==> src/rtl/video_pkg.sv <==
// Shared encodings for the test-pattern sequencer: pattern IDs, FSM states,
// request directions and the wrap-around pattern stepping rule.
package video_pkg;

  typedef enum logic [2:0] {
    PAT_SMPTE_BARS = 3'd0,
    PAT_GRID       = 3'd1,
    PAT_SOLID      = 3'd2,
    PAT_GRADIENT   = 3'd3
  } pattern_e;

  typedef enum logic {
    SHOW  = 1'b0,
    BLANK = 1'b1
  } state_e;

  typedef enum logic {
    NEXT = 1'b0,
    PREV = 1'b1
  } dir_e;

  // Neighbouring pattern with wrap; last is the highest valid index.
  function automatic logic [2:0] step_pattern(input logic [2:0] sel,
                                              input dir_e       dir,
                                              input logic [2:0] last);
    if (dir == NEXT) begin
      return (sel == last) ? 3'd0 : sel + 3'd1;
    end
    return (sel == 3'd0) ? last : sel - 3'd1;
  endfunction

endpackage

==> src/rtl/pattern_sequencer_debouncer.sv <==
// Button debouncer: 2-flop synchroniser, stable-sample counter and a
// one-cycle press event on each accepted 0->1 transition.
module button_debouncer #(
  parameter int DEBOUNCE_CYCLES = 65535
) (
  input  logic clk,
  input  logic reset,
  input  logic btn,
  output logic press
);

  localparam int CNT_W = $clog2(DEBOUNCE_CYCLES + 1);
  localparam logic [CNT_W-1:0] CNT_LAST = CNT_W'(DEBOUNCE_CYCLES - 1);

  logic             sync_a;
  logic             sync_b;
  logic             level;
  logic [CNT_W-1:0] cnt;

  always_ff @(posedge clk) begin
    if (!reset) begin
      sync_a <= 1'b0;
      sync_b <= 1'b0;
      level  <= 1'b0;
      cnt    <= '0;
      press  <= 1'b0;
    end else begin
      sync_a <= btn;
      sync_b <= sync_a;
      press  <= 1'b0;
      if (sync_b == level) begin
        cnt <= '0;
      end else if (cnt == CNT_LAST) begin
        // Only an accepted rising level produces an event; release is silent.
        level <= sync_b;
        cnt   <= '0;
        press <= sync_b;
      end else begin
        cnt <= cnt + CNT_W'(1);
      end
    end
  end

endmodule

==> src/rtl/pattern_sequencer.sv <==
// Frame-synchronous test-pattern selector: button/auto requests are served
// on frame boundaries, each switch preceded by a run of blanked frames.
module pattern_sequencer
  import video_pkg::*;
#(
  parameter int NUM_PATTERNS    = 4,
  parameter int AUTO_FRAMES     = 120,
  parameter int BLANK_FRAMES    = 2,
  parameter int DEBOUNCE_CYCLES = 65535
) (
  input  logic       clk,
  input  logic       reset,
  input  logic [8:0] hpos,
  input  logic [8:0] vpos,
  input  logic       btn_next,
  input  logic       btn_prev,
  input  logic       auto_en,
  output logic [2:0] pattern_sel,
  output logic       blank,
  output logic       change_pulse
);

  localparam logic [2:0] LAST_PAT   = 3'(NUM_PATTERNS - 1);
  localparam logic [7:0] AUTO_LAST  = 8'(AUTO_FRAMES - 1);
  localparam logic [3:0] BLANK_LAST = 4'((BLANK_FRAMES > 0) ? BLANK_FRAMES - 1 : 0);

  logic       frame_tick;
  logic       next_evt;
  logic       prev_evt;
  logic       pending;
  dir_e       dir;
  logic [7:0] auto_cnt;
  logic       auto_req;
  logic       req_valid;
  dir_e       req_dir;
  logic [2:0] target;
  logic [3:0] blank_cnt;
  state_e     state;

  button_debouncer #(.DEBOUNCE_CYCLES(DEBOUNCE_CYCLES)) u_db_next (
    .clk   (clk),
    .reset (reset),
    .btn   (btn_next),
    .press (next_evt)
  );

  button_debouncer #(.DEBOUNCE_CYCLES(DEBOUNCE_CYCLES)) u_db_prev (
    .clk   (clk),
    .reset (reset),
    .btn   (btn_prev),
    .press (prev_evt)
  );

  assign frame_tick = (hpos == 9'd0) && (vpos == 9'd0);

  // An auto request can only fire when nothing is pending, so it is served
  // on the very tick that raises it; a latched button request wins otherwise.
  assign auto_req  = frame_tick && (state == SHOW) && auto_en && !pending &&
                     (auto_cnt == AUTO_LAST);
  assign req_valid = pending || auto_req;
  assign req_dir   = pending ? dir : NEXT;

  always_ff @(posedge clk) begin
    if (!reset) begin
      state        <= SHOW;
      pattern_sel  <= PAT_SMPTE_BARS;
      blank        <= 1'b0;
      change_pulse <= 1'b0;
      target       <= '0;
      blank_cnt    <= '0;
      auto_cnt     <= '0;
      pending      <= 1'b0;
      dir          <= NEXT;
    end else begin
      change_pulse <= 1'b0;

      if (!auto_en || (state == BLANK) || change_pulse) begin
        auto_cnt <= '0;
      end else if (frame_tick && !pending) begin
        auto_cnt <= (auto_cnt == AUTO_LAST) ? 8'd0 : auto_cnt + 8'd1;
      end

      case (state)
        SHOW: begin
          if (frame_tick && req_valid) begin
            pending <= 1'b0;
            if (BLANK_FRAMES > 0) begin
              target    <= step_pattern(pattern_sel, req_dir, LAST_PAT);
              blank     <= 1'b1;
              blank_cnt <= '0;
              state     <= BLANK;
            end else begin
              pattern_sel  <= step_pattern(pattern_sel, req_dir, LAST_PAT);
              change_pulse <= 1'b1;
            end
          end
        end
        BLANK: begin
          if (frame_tick) begin
            if (blank_cnt == BLANK_LAST) begin
              pattern_sel  <= target;
              blank        <= 1'b0;
              change_pulse <= 1'b1;
              state        <= SHOW;
            end else begin
              blank_cnt <= blank_cnt + 4'd1;
            end
          end
        end
        default: state <= SHOW;
      endcase

      // Placed after the FSM so a press landing on the serving tick survives.
      if (next_evt && !prev_evt) begin
        pending <= 1'b1;
        dir     <= NEXT;
      end else if (prev_evt && !next_evt) begin
        pending <= 1'b1;
        dir     <= PREV;
      end
    end
  end

endmodule
==> config.mk <==
export PLATFORM = sky130hd
export DESIGN_NAME = pattern_sequencer
export DESIGN_NICKNAME = d
export VERILOG_FILES = /design/src/rtl/video_pkg.sv /design/src/rtl/pattern_sequencer_debouncer.sv /design/src/rtl/pattern_sequencer.sv
export SDC_FILE = /design/constraint.sdc
export NUM_CORES = 1
export LEC_CHECK = 0
export BUFFER_PORTS_ARGS = -buffer_cell sky130_fd_sc_hd__buf_4
export CORE_AREA = 2 2 85 87
export DETAILED_ROUTE_END_ITERATION = 12
export DIE_AREA = 0 0 87 89
export PLACE_DENSITY = 0.7
export RECOVER_POWER = 100
export SLEW_MARGIN = 0
export SYNTH_ARGS = -nofsm -noshare
export SYNTH_HDL_FRONTEND = slang
export SYNTH_SLANG_ARGS = --single-unit
==> constraint.sdc <==
create_clock -name clk -period 2.4 [get_ports clk]
set_input_delay 0.6 -clock clk [delete_from_list [all_inputs] [get_ports clk]]
set_output_delay 0.6 -clock clk [all_outputs]
set_load 0.03 [all_outputs]
; Word level (Yosys, flattened, before mapping)
; Cells that the tools add are included.
[totals]
reg_bits = 63
elab_cells = 108
[op_classes]
addsub = 6
mux = 32
bitwise_logic = 6
eq_ne = 12
reduce_logical = 33
[ops]
columns = operator, count
row1 = "adder 16 x 1 -> 16 bit, second input constant", 2
row2 = "== test 16 bit, second input constant", 2
row3 = two-way mux 3 bit, 7
row4 = logical NOT 9 bit, 2
row5 = two-way mux 1 bit, 17
row6 = two-way mux 4 bit, 3
row7 = OR reduction 3 bit, 4
row8 = logical AND 1 bit, 9
row9 = AND reduction 3 bit, 3
row10 = "adder 8 x 1 -> 8 bit, second input constant", 1
row11 = "== test 8 x 7 -> 1 bit, second input constant", 1
row12 = two-way mux 8 bit, 1
row13 = one-hot mux 4 bit (2 select lines), 1
row14 = AND reduction 2 bit, 4
row15 = inverter 1 bit, 6
row16 = one-hot mux 1 bit (2 select lines), 3
row17 = "adder 4 x 1 -> 4 bit, second input constant", 1
row18 = "== test 4 x 1 -> 1 bit, second input constant", 1
row19 = logical NOT 1 bit, 4
row20 = "inequality test 2 x 1 -> 1 bit, second input constant", 2
row21 = "inequality test 2 bit, second input constant", 2
row22 = OR reduction 2 bit, 2
row23 = "adder 3 x 1 -> 3 bit, second input constant", 1
row24 = "== test 3 x 2 -> 1 bit, second input constant", 1
row25 = 6 further kinds, 9

; Depth between registers and ports, before layout
; Gate-level depths: netlist of the first run.
[depth]
depth_word = 12
depth_mapped = 8
mapped_depth_nobuf = 7

; Hierarchy
; From an unflattened synthesis of the first run, not the netlist that was laid out.
[unflattened]
hier_cells = 340
hier_area_um2 = 3225.6
[modules_own_cells]
columns = mod, area_each_um2, cells_each, instances
row1 = button_debouncer, 895.9, 88, 2
row2 = pattern_sequencer, 1433.9, 164, 1

; Worst setup path after synthesis of the first run
; OpenSTA, ideal clock, no wires.
[synth_timing]
path_type = input to register
startpoint = input port vpos[1]
endpoint = register auto_cnt[7]
path_buffers = 1
arrival_ns = 2.148
cell_stages = 6
path_slack_ns = 0.184
setup_time_ns = 0.067
path_cell_list = nor4_2 > nand2_2 > or3_1 > buf_2 > or4_4 > a21oi_2
[synth_via]
elab_chain_len = 3
[synth_lines]
columns = item, line
row1 = "start, declared", pattern_sequencer.sv:14  ; input logic [8:0] vpos,
row2 = logical NOT 9 bit, pattern_sequencer.sv:54  ; assign frame_tick = (hpos == 9'd0) && (vpos == 9'd0);
row3 = logical AND 1 bit, pattern_sequencer.sv:54
row4 = logical AND 1 bit, pattern_sequencer.sv:79  ; end else if (frame_tick && !pending) begin
row5 = "end signal, assigned", pattern_sequencer.sv:80  ; auto_cnt <= (auto_cnt == AUTO_LAST) ? 8'd0 : auto_cnt + 8'd1;
row6 = "end, declared", pattern_sequencer.sv:32  ; logic [7:0] auto_cnt;
; No other way between the ends.
; A chain may end at the register's enable or synchronous reset.

; Final worst setup path of the first run
[layout_timing]
startpoint = register u_db_next.cnt[10]
endpoint = register u_db_next.cnt[9]
[layout_via]
elab_chain_len = 2
[layout_lines]
columns = item, line
row1 = "start, declared", pattern_sequencer_debouncer.sv:18  ; logic [CNT_W-1:0] cnt;
row2 = "start signal, assigned", pattern_sequencer_debouncer.sv:39  ; cnt <= cnt + CNT_W'(1);
row3 = == test 16 bit, pattern_sequencer_debouncer.sv:33  ; end else if (cnt == CNT_LAST) begin
row4 = OR reduction 3 bit (no line), --
; No other way between the ends.

==> results by group, run 1 <==
Final layout
  – Final core occ: 49.1%
  – Diodes inserted: 0
  – Post-route cell area: 3300 um2
  – P&R area growth vs syn: 15.7%
  – Commonest cells after routing, fill and taps aside: 63 x dfxtp_1, 53 x nor2_1, 24 x buf_4
  – Most common cell after layout, fill and taps aside: dfxtp_1
  – Share of cells above drive strength 1: 13.4%
  – Final #Nets: 389

Pwr
  – Clock power share: 40.0%
  – Comb pwr share: 2.9%
  – Switching power total: 0.406 mW
  – Peak supply drop: 299 uV
  – Pwr/cell area: 558 nW/um2
  – Internal: 1.43 mW
  – Reg power frac: 57.2%
  – Leakage Power: 1.15 nW
  – Sw Ratio: 22.1%

Hold path
  – Worst-case hold path end point: u_db_prev.sync_b$_SDFF_PN0_
  – Worst Hold Path Cells: 1
  – HP Class: flop to flop
  – HP Start: u_db_prev.sync_a$_SDFF_PN0_

Placed design
  – Number of buffers added on ports: 27
  – Routability cong.: 0.810
  – Placement Cell Area: 3190 um2
  – DP Wirelength: 3580 um

Critical path
  – Req. time, crit path: 2.61 ns
  – FF-to-FF Start: u_db_next.cnt[10]$_SDFF_PP0_
  – RR Endpoint: u_db_next.cnt[9]$_SDFF_PP0_
  – Max Fanout on Critical Path: 9
  – Reg2Reg Setup Slack: 0.25 ns
  – Critical path startpoint category: flop
  – CP Class: flop to flop
  – Worst Setup End Kind: flop
  – CP arrival: 2.36 ns
  – Reg2reg path depth: 6

GRT
  – Total grt overflow: 0
  – First-pass GRT wire length: 8510 um
  – Initial antenna violation count: 0
  – Largest net degree at the start of global routing: 26
  – Total track usage: 14.2%
  – Vias in the first global route: 2042

Detailed routing
  – Final ANT Viol Nets: 0
  – Vias: 2181
  – WL per Instance: 11.4 um
  – # DRC: 0
  – Vias per cell: 4.99
  – Drt first pass iters: 4
  – Total wire length: 4990 um
  – 1st-iter DRT viols: 69

Die
  – Core area: 6720 um2
  – I/O pin count: 28
  – Die height: 89 um
  – Row Count: 30
  – Die W: 87 um
  – Die Area: 7740 um2
  – Starting Density: 42.5%

Clock tree
  – Worst-Skew Late Latency: 0.34 ns
  – Num CTS Buffers: 9
  – CTS tree: yes
  – CTS Sinks: 63
  – CTS clk-pin slew, worst paths: 0.06 ns
  – Hold Buf Count CTS: 0
  – Clock buffer depth: 2
  – Setup Fix Bufs, Post-CTS: 0
  – PostCTS Resize Cnt: 0
  – Root Buffer: clkbuf_8
  – CTS H-Tree Depth: 3

Synthesis
  – Post-Syn Instances: 315
  – Main synth FF type: dfxtp_1
  – Mapped Nets: 350
  – Synth cell types: 44
  – Flops & latches, synth: 63
  – Yosys warns: 0
  – Post-synth EDFFs: 0
  – Syn avg cell area: 9.06 um2
  – Ys async rst share: 0%
  – Cell area after synthesis: 2850 um2
  – Post-synthesis sequential area ratio: 44.2%

STA
  – Setup-violating endpoint count in the final report: 0
  – Minimum clock period: 2.15 ns
  – Fmax: 466 MHz
  – RSZ-0062 raised after global routing: false
  – Fin. max-slew vios: 0
  – Slew headroom: 60.9%
  – Period Utilization, post-route: 89.5%
  – Final TNS setup: 0 ns
  – Worst Tran Pin Value: 0.586 ns
  – Fin. Hold Viols: 0
  – Clk_skew: 0.00642 ns

Flow run
  – # Max-Cap Violations: 0

Status
  – Status: completed
power by group through the flow:
stage | registers (mW) | logic, mW | clock network, mW
after floorplan | 1.08 | 0.0190 | 0
after global placement | 1.08 | 0.0540 | 0
after detailed placement | 1.08 | 0.0548 | 0
after CTS | 1.05 | 0.0550 | 0.767
after global routing | 1.05 | 0.0579 | 0.812
final | 1.05 | 0.0526 | 0.736
cell families after synthesis:
logic type | after synthesis | share of synthesized area, %
DFF | 63 | 44.2
muxes | 9 | 3.16
xor gates and xnor gates | 37 | 11.4
AOI/OAI and AO/OA | 22 | 5.13
buffers and inverters | 20 | 2.72
and+or+nand+nor | 152 | 28.2
adders and majority gates | 12 | 5.26
per-layer routing:
metal / wire length [um] / up-vias / track usage [%] / part of all wire [%]
li1: - / 1151 / - / -
met1: 2390 / 980 / 16.5 / 48
met2: 2230 / 41 / 23.4 / 45
met3: 302 / 9 / 5.91 / 6.0
met4: 70 / 0 / 5.54 / 1.4
met5: 0 / - / 0 / 0
critical path, stage by stage (launching register included):
cell	delay, ns
dfxtp_1	0.40
and4_1	0.22
nand2_1	0.08
or4_1	0.58
nand3_1	0.30
clkbuf_1	0.35
nor2_1	0.09
final cells by class:
type | count | area, um2
Fill cell | 638 | 3420
Multi-Input combinational cell | 232 | 1520
Sequential cell | 63 | 1260
Timing Repair Buffer | 35 | 225
Clock buffer | 9 | 124
Tap cell | 80 | 100
Inverter | 13 | 48.8
Clock inverter | 5 | 27.5
synth_stat cells, drive strengths merged (7+ instances only):
cell,count,area share (%)
nor2,53,7.0
ha,12,5.3
nor4,8,2.4
xnor2,20,6.1
nor2b,10,2.2
xor2,17,5.2
nand2,17,2.3
nor3,7,1.2
nand3,17,3.0
mux2i,9,3.2
dfxtp,63,44
inv,13,1.7
nand4,10,2.2
a21oi,8,1.5
how the worst max path moves through the flow:
stage               slack (ns)                     endpoint                         start
floorplan                 0.18     auto_cnt[7]$_SDFFE_PP0P_                       vpos[1]
global placement          0.15     auto_cnt[7]$_SDFFE_PP0P_                       hpos[4]
detailed placement        0.06    blank_cnt[3]$_SDFFE_PN0P_                       vpos[1]
CTS                       0.32    blank_cnt[3]$_SDFFE_PN0P_      auto_cnt[0]$_SDFFE_PP0P_
global route              0.12  u_db_next.cnt[9]$_SDFF_PP0_  u_db_next.cnt[10]$_SDFF_PP0_
finish                    0.25  u_db_next.cnt[9]$_SDFF_PP0_  u_db_next.cnt[10]$_SDFF_PP0_
sequential cells by signal, indices dropped and copies added, names as in the netlist:
register and count:
u_db_next.cnt 16, u_db_prev.cnt 16, auto_cnt 8, blank_cnt 4
pattern_sel 3, target 3, blank 1, change_pulse 1
dir 1, pending 1, state 1, u_db_next.level 1
u_db_next.press 1, u_db_next.sync_a 1, u_db_next.sync_b 1, u_db_prev.level 1
u_db_prev.press 1, u_db_prev.sync_a 1, u_db_prev.sync_b 1
stage by stage:
step                cells  worst slack [ns]  power (mW)  hold slack (ns)
finish                437             0.253        1.84            0.441
global placement      423             0.152        1.13            0.425
detailed placement    423            0.0555        1.13            0.428
global route          437             0.123        1.92            0.453
floorplan             315             0.184        1.09            0.412
CTS                   437             0.325        1.87            0.445
Power figures use the tool's default switching activity.
==> run 2: changes to the inputs <==
--- a/constraint.sdc
+++ b/constraint.sdc
@@ -3,2 +3,2 @@
 set_output_delay 0.6 -clock clk [all_outputs]
-set_load 0.03 [all_outputs]
+set_load 0.005 [all_outputs]
==> run 2 against run 1 <==
Die area unchanged; worst hold slack unchanged; sequential cell count unchanged.
==> results by group, run 2 (synthesized netlist as in run 1, its figures left out) <==
Die
  – Core area: 6720 um2
  – Row Count: 30
  – Die Area: 7740 um2
  – I/O pin count: 28
  – Die W: 87 um
  – Starting Density: 42.5%
  – Die height: 89 um

Placed design
  – Routability cong.: 0.810
  – Number of buffers added on ports: 27
  – Place WS: 0.0555 ns
  – DP Wirelength: 3580 um

GRT
  – Vias in the first global route: 2042
  – First-pass GRT wire length: 8510 um
  – Total track usage: 14.2%
  – Largest net degree at the start of global routing: 26
  – Initial antenna violation count: 0
  – Total grt overflow: 0

Clock tree
  – CTS Sinks: 63
  – CTS tree: yes
  – Setup Fix Bufs, Post-CTS: 0
  – CTS clk-pin slew, worst paths: 0.06 ns
  – Num CTS Buffers: 9
  – CTS H-Tree Depth: 3
  – Hold Buf Count CTS: 0
  – Worst-Skew Late Latency: 0.34 ns
  – Root Buffer: clkbuf_8
  – PostCTS Resize Cnt: 0
  – Clock buffer depth: 2

Pwr
  – Leakage Power: 1.17 nW
  – Peak supply drop: 299 uV
  – Pwr/cell area: 554 nW/um2

STA
  – Final TNS setup: 0 ns
  – Fmax: 467 MHz
  – RSZ-0062 raised after global routing: false
  – Fin. max-slew vios: 0
  – Clk_skew: 0.00615 ns
  – Slew headroom: 60.9%
  – Worst Tran Pin Value: 0.586 ns
  – Period Utilization, post-route: 89.3%
  – Final hold slack: 0.441 ns
  – Setup-violating endpoint count in the final report: 0
  – Final worst slack: 0.258 ns
  – Minimum clock period: 2.14 ns
  – Fin. Hold Viols: 0

Critical path
  – FF-to-FF Start: u_db_next.cnt[10]$_SDFF_PP0_
  – RR Endpoint: u_db_next.cnt[9]$_SDFF_PP0_
  – Crit path launch: u_db_next.cnt[10]$_SDFF_PP0_
  – Worst Setup End Kind: flop
  – Reg2reg path depth: 6
  – Critical path startpoint category: flop
  – CP arrival: 2.35 ns
  – Max Fanout on Critical Path: 9
  – Reg2Reg Setup Slack: 0.26 ns
  – CP Class: flop to flop
  – Req. time, crit path: 2.61 ns

Detailed routing
  – 1st-iter DRT viols: 66
  – # DRC: 0
  – Vias: 2176
  – Drt first pass iters: 4
  – Final ANT Viol Nets: 0
  – WL per Instance: 11.4 um
  – Vias per cell: 4.98
  – Total wire length: 4980 um

Final layout
  – Most common cell after layout, fill and taps aside: dfxtp_1
  – Final #Nets: 389
  – Commonest cells after routing, fill and taps aside: 63 x dfxtp_1, 53 x nor2_1, 24 x buf_4
  – Share of cells above drive strength 1: 14.8%
  – Final core occ: 49.4%
  – P&R area growth vs syn: 16.4%
  – Diodes inserted: 0
  – Largest registers: u_db_next.cnt (16), u_db_prev.cnt (16), auto_cnt (8)

Hold path
  – HP Start: u_db_prev.sync_a$_SDFF_PN0_
  – Worst-case hold path end point: u_db_prev.sync_b$_SDFF_PN0_
  – HP Class: flop to flop
  – Worst Hold Path Cells: 1

Flow run
  – # Max-Cap Violations: 0

Status
  – Status: completed
[run 2: cell types whose count changed in the layout (fill, tap and decap cells not counted)]
cell	previous run	this run
clkbuf_4	1	6
clkbuf_1	10	5
[run 2: metal layers]
metal	track usage, %	part of all wire, %
met5	0	0
met4	5.54	1.4
met3	5.91	5.9
met2	23.4	45
met1	16.5	48
[run 2: area by class of cell]
type | instances | area [um2]
Fill cell | 629 | 3400
Inverter | 13 | 48.8
Multi-Input combinational cell | 232 | 1520
Tap cell | 80 | 100
Clock inverter | 5 | 27.5
Clock buffer | 9 | 124
Timing Repair Buffer | 35 | 244
Sequential cell | 63 | 1260
[run 2: critical path: stages (launching register included)]
cell	delay, ns
dfxtp_1	0.40
and4_1	0.22
nand2_1	0.08
or4_1	0.58
nand3_1	0.30
clkbuf_1	0.34
nor2_1	0.09
[run 2: how the worst max path moves through the flow]
stage | depth (start not counted) | endpoint | slack, ns
2_1_floorplan | 6 | auto_cnt[7]$_SDFFE_PP0P_ | 0.18
3_3_place_gp | 6 | auto_cnt[7]$_SDFFE_PP0P_ | 0.15
3_5_place_dp | 6 | blank_cnt[3]$_SDFFE_PN0P_ | 0.06
4_1_cts | 6 | blank_cnt[3]$_SDFFE_PN0P_ | 0.32
5_1_grt | 6 | u_db_next.cnt[9]$_SDFF_PP0_ | 0.12
6_report | 6 | u_db_next.cnt[9]$_SDFF_PP0_ | 0.26
[run 2: power breakdown]
part	internal (mW)	leakage (nW)	total, mW	switching [mW]
Clock	0.354	0.0805	0.736	0.382
Sequential	1.05	0.508	1.05	0.00270
Combinational	0.0308	0.579	0.0526	0.0217
Total	1.43	1.17	1.84	0.406
[run 2: per-stage QoR]
step	cells	power, mW	cell area, um2
after CTS	437	1.87	3340
after global routing	437	1.92	3320
after global placement	423	1.13	3190
after detailed placement	423	1.13	3190
after floorplan	315	1.09	2850
final	437	1.84	3320
==> run 3: changes to the inputs <==
CELL_PAD_IN_SITES_DETAIL_PLACEMENT = 0   (was unset)
CELL_PAD_IN_SITES_GLOBAL_PLACEMENT = 1   (was unset)
PLACE_DENSITY = 0.84   (was 0.7)
==> run 3 against run 2 <==
Critical path depth unchanged; via count increased by 3.5%; power increased by 17%; non-clock buffer count unchanged; cell area increased by 2.3%; setup slack improved by 0.10 ns; critical path type unchanged.
==> results by group, run 3 (synthesized netlist as in run 1, its figures left out) <==
Status
  – Status: completed

Final layout
  – Final core occ: 50.5%
  – Non-Filler Instances: 439
  – Diodes inserted: 0
  – Commonest cells after routing, fill and taps aside: 63 x dfxtp_1, 53 x nor2_1, 24 x buf_4
  – Most common cell after layout, fill and taps aside: dfxtp_1
  – Final #Nets: 389
  – Largest registers: u_db_next.cnt (16), u_db_prev.cnt (16), auto_cnt (8)
  – Share of cells above drive strength 1: 15.3%
  – P&R area growth vs syn: 19.0%

Detailed routing
  – Vias per cell: 5.13
  – # DRC: 0
  – Vias: 2252
  – 1st-iter DRT viols: 52
  – WL per Instance: 11.7 um
  – Drt first pass iters: 4
  – Total wire length: 5130 um
  – Final ANT Viol Nets: 0

Clock tree
  – CTS H-Tree Depth: 3
  – CTS clk-pin slew, worst paths: 0.07 ns
  – Clock buffer depth: 2
  – PostCTS Resize Cnt: 0
  – CTS Sinks: 63
  – Setup Fix Bufs, Post-CTS: 0
  – CTS tree: yes
  – Worst-Skew Late Latency: 0.33 ns
  – Num CTS Buffers: 9
  – Hold Buf Count CTS: 0
  – Root Buffer: clkbuf_8

Placed design
  – Dpl cells: 423
  – DP Wirelength: 3550 um
  – Place WS: 0.0621 ns
  – Number of buffers added on ports: 27
  – Routability cong.: 0.773

STA
  – Period Utilization, post-route: 85.0%
  – Clk_skew: 0.00682 ns
  – Final worst slack: 0.359 ns
  – Fin. Hold Viols: 0
  – Final hold slack: 0.443 ns
  – Final TNS setup: 0 ns
  – Minimum clock period: 2.04 ns
  – RSZ-0062 raised after global routing: false
  – Slew headroom: 39.0%
  – Setup-violating endpoint count in the final report: 0
  – Fmax: 490 MHz
  – Worst Tran Pin Value: 0.914 ns
  – Fin. max-slew vios: 0

GRT
  – Total grt overflow: 0
  – Vias in the first global route: 2105
  – Total track usage: 14.7%
  – First-pass GRT wire length: 9060 um
  – Initial antenna violation count: 0
  – Largest net degree at the start of global routing: 26

Hold path
  – Worst-case hold path end point: u_db_next.sync_b$_SDFF_PN0_
  – HP Class: flop to flop
  – HP Start: u_db_next.sync_a$_SDFF_PN0_
  – Worst Hold Path Cells: 1

Die
  – Row Count: 30
  – Core area: 6720 um2
  – Die height: 89 um
  – I/O pin count: 28
  – Die W: 87 um
  – Starting Density: 42.5%
  – Die Area: 7740 um2

Flow run
  – # Max-Cap Violations: 0

Pwr
  – Clock power share: 48.7%
  – Leakage Power: 1.20 nW
  – Comb pwr share: 2.4%
  – Switching power total: 0.435 mW
  – Internal: 1.72 mW
  – Peak supply drop: 367 uV
  – Reg power frac: 48.8%
  – Sw Ratio: 20.2%
  – Pwr/cell area: 635 nW/um2

Critical path
  – CP arrival: 2.31 ns
  – Critical path startpoint category: flop
  – FF-to-FF Start: auto_cnt[0]$_SDFFE_PP0P_
  – Reg2Reg Setup Slack: 0.36 ns
  – RR Endpoint: blank_cnt[3]$_SDFFE_PN0P_
  – Worst Setup End Kind: flop
  – Max Fanout on Critical Path: 5
  – Reg2reg path depth: 6
  – CP Class: flop to flop
  – Req. time, crit path: 2.67 ns
[run 3: worst max-delay path by stage]
stage	startpoint	endpoint	slack, ns
floorplan	vpos[1]	auto_cnt[7]$_SDFFE_PP0P_	0.18
global placement	hpos[1]	blank_cnt[3]$_SDFFE_PN0P_	0.15
detailed placement	hpos[1]	blank_cnt[3]$_SDFFE_PN0P_	0.06
CTS	auto_cnt[0]$_SDFFE_PP0P_	blank_cnt[3]$_SDFFE_PN0P_	0.37
global route	reset	u_db_prev.cnt[7]$_SDFF_PP0_	0.17
finish	auto_cnt[0]$_SDFFE_PP0P_	blank_cnt[3]$_SDFFE_PN0P_	0.36
[run 3: final cells by class]
type	instances	area [um2]
Timing Repair Buffer	35	245
Tap cell	80	100
Fill cell	646	3320
Clock inverter	5	80.1
Sequential cell	63	1260
Inverter	13	48.8
Multi-Input combinational cell	232	1510
Clock buffer	11	151
[run 3: critical path, stage by stage, from the launching register on]
cell and delay [ns]:
dfxtp_1 0.40, ha_1 0.25, and4bb_2 0.27, a311oi_1 0.13
or3_1 0.43, or3_1 0.36, a21oi_1 0.14
[run 3: stage by stage]
stage | instance area (um2) | total power [mW]
after global placement | 3190 | 1.13
after global routing | 3400 | 2.23
after floorplan | 2850 | 1.09
final | 3400 | 2.15
after detailed placement | 3190 | 1.13
after CTS | 3420 | 2.19
[run 3: per-layer routing]
metal	global-route usage, %	vias to the layer above	part of all wire (%)
li1	-	1159	-
met1	17.8	1040	47
met2	24.6	44	46
met3	3.79	9	5.5
met4	6.82	0	1.8
met5	0	-	0
[run 3: power groups by stage]
stage	Clock [mW]	Sequential, mW	Combinational (mW)
2_1_floorplan	0	1.08	0.0190
3_3_place_gp	0	1.08	0.0543
3_5_place_dp	0	1.08	0.0548
4_1_cts	1.08	1.05	0.0552
5_1_grt	1.12	1.05	0.0575
6_report	1.05	1.05	0.0525
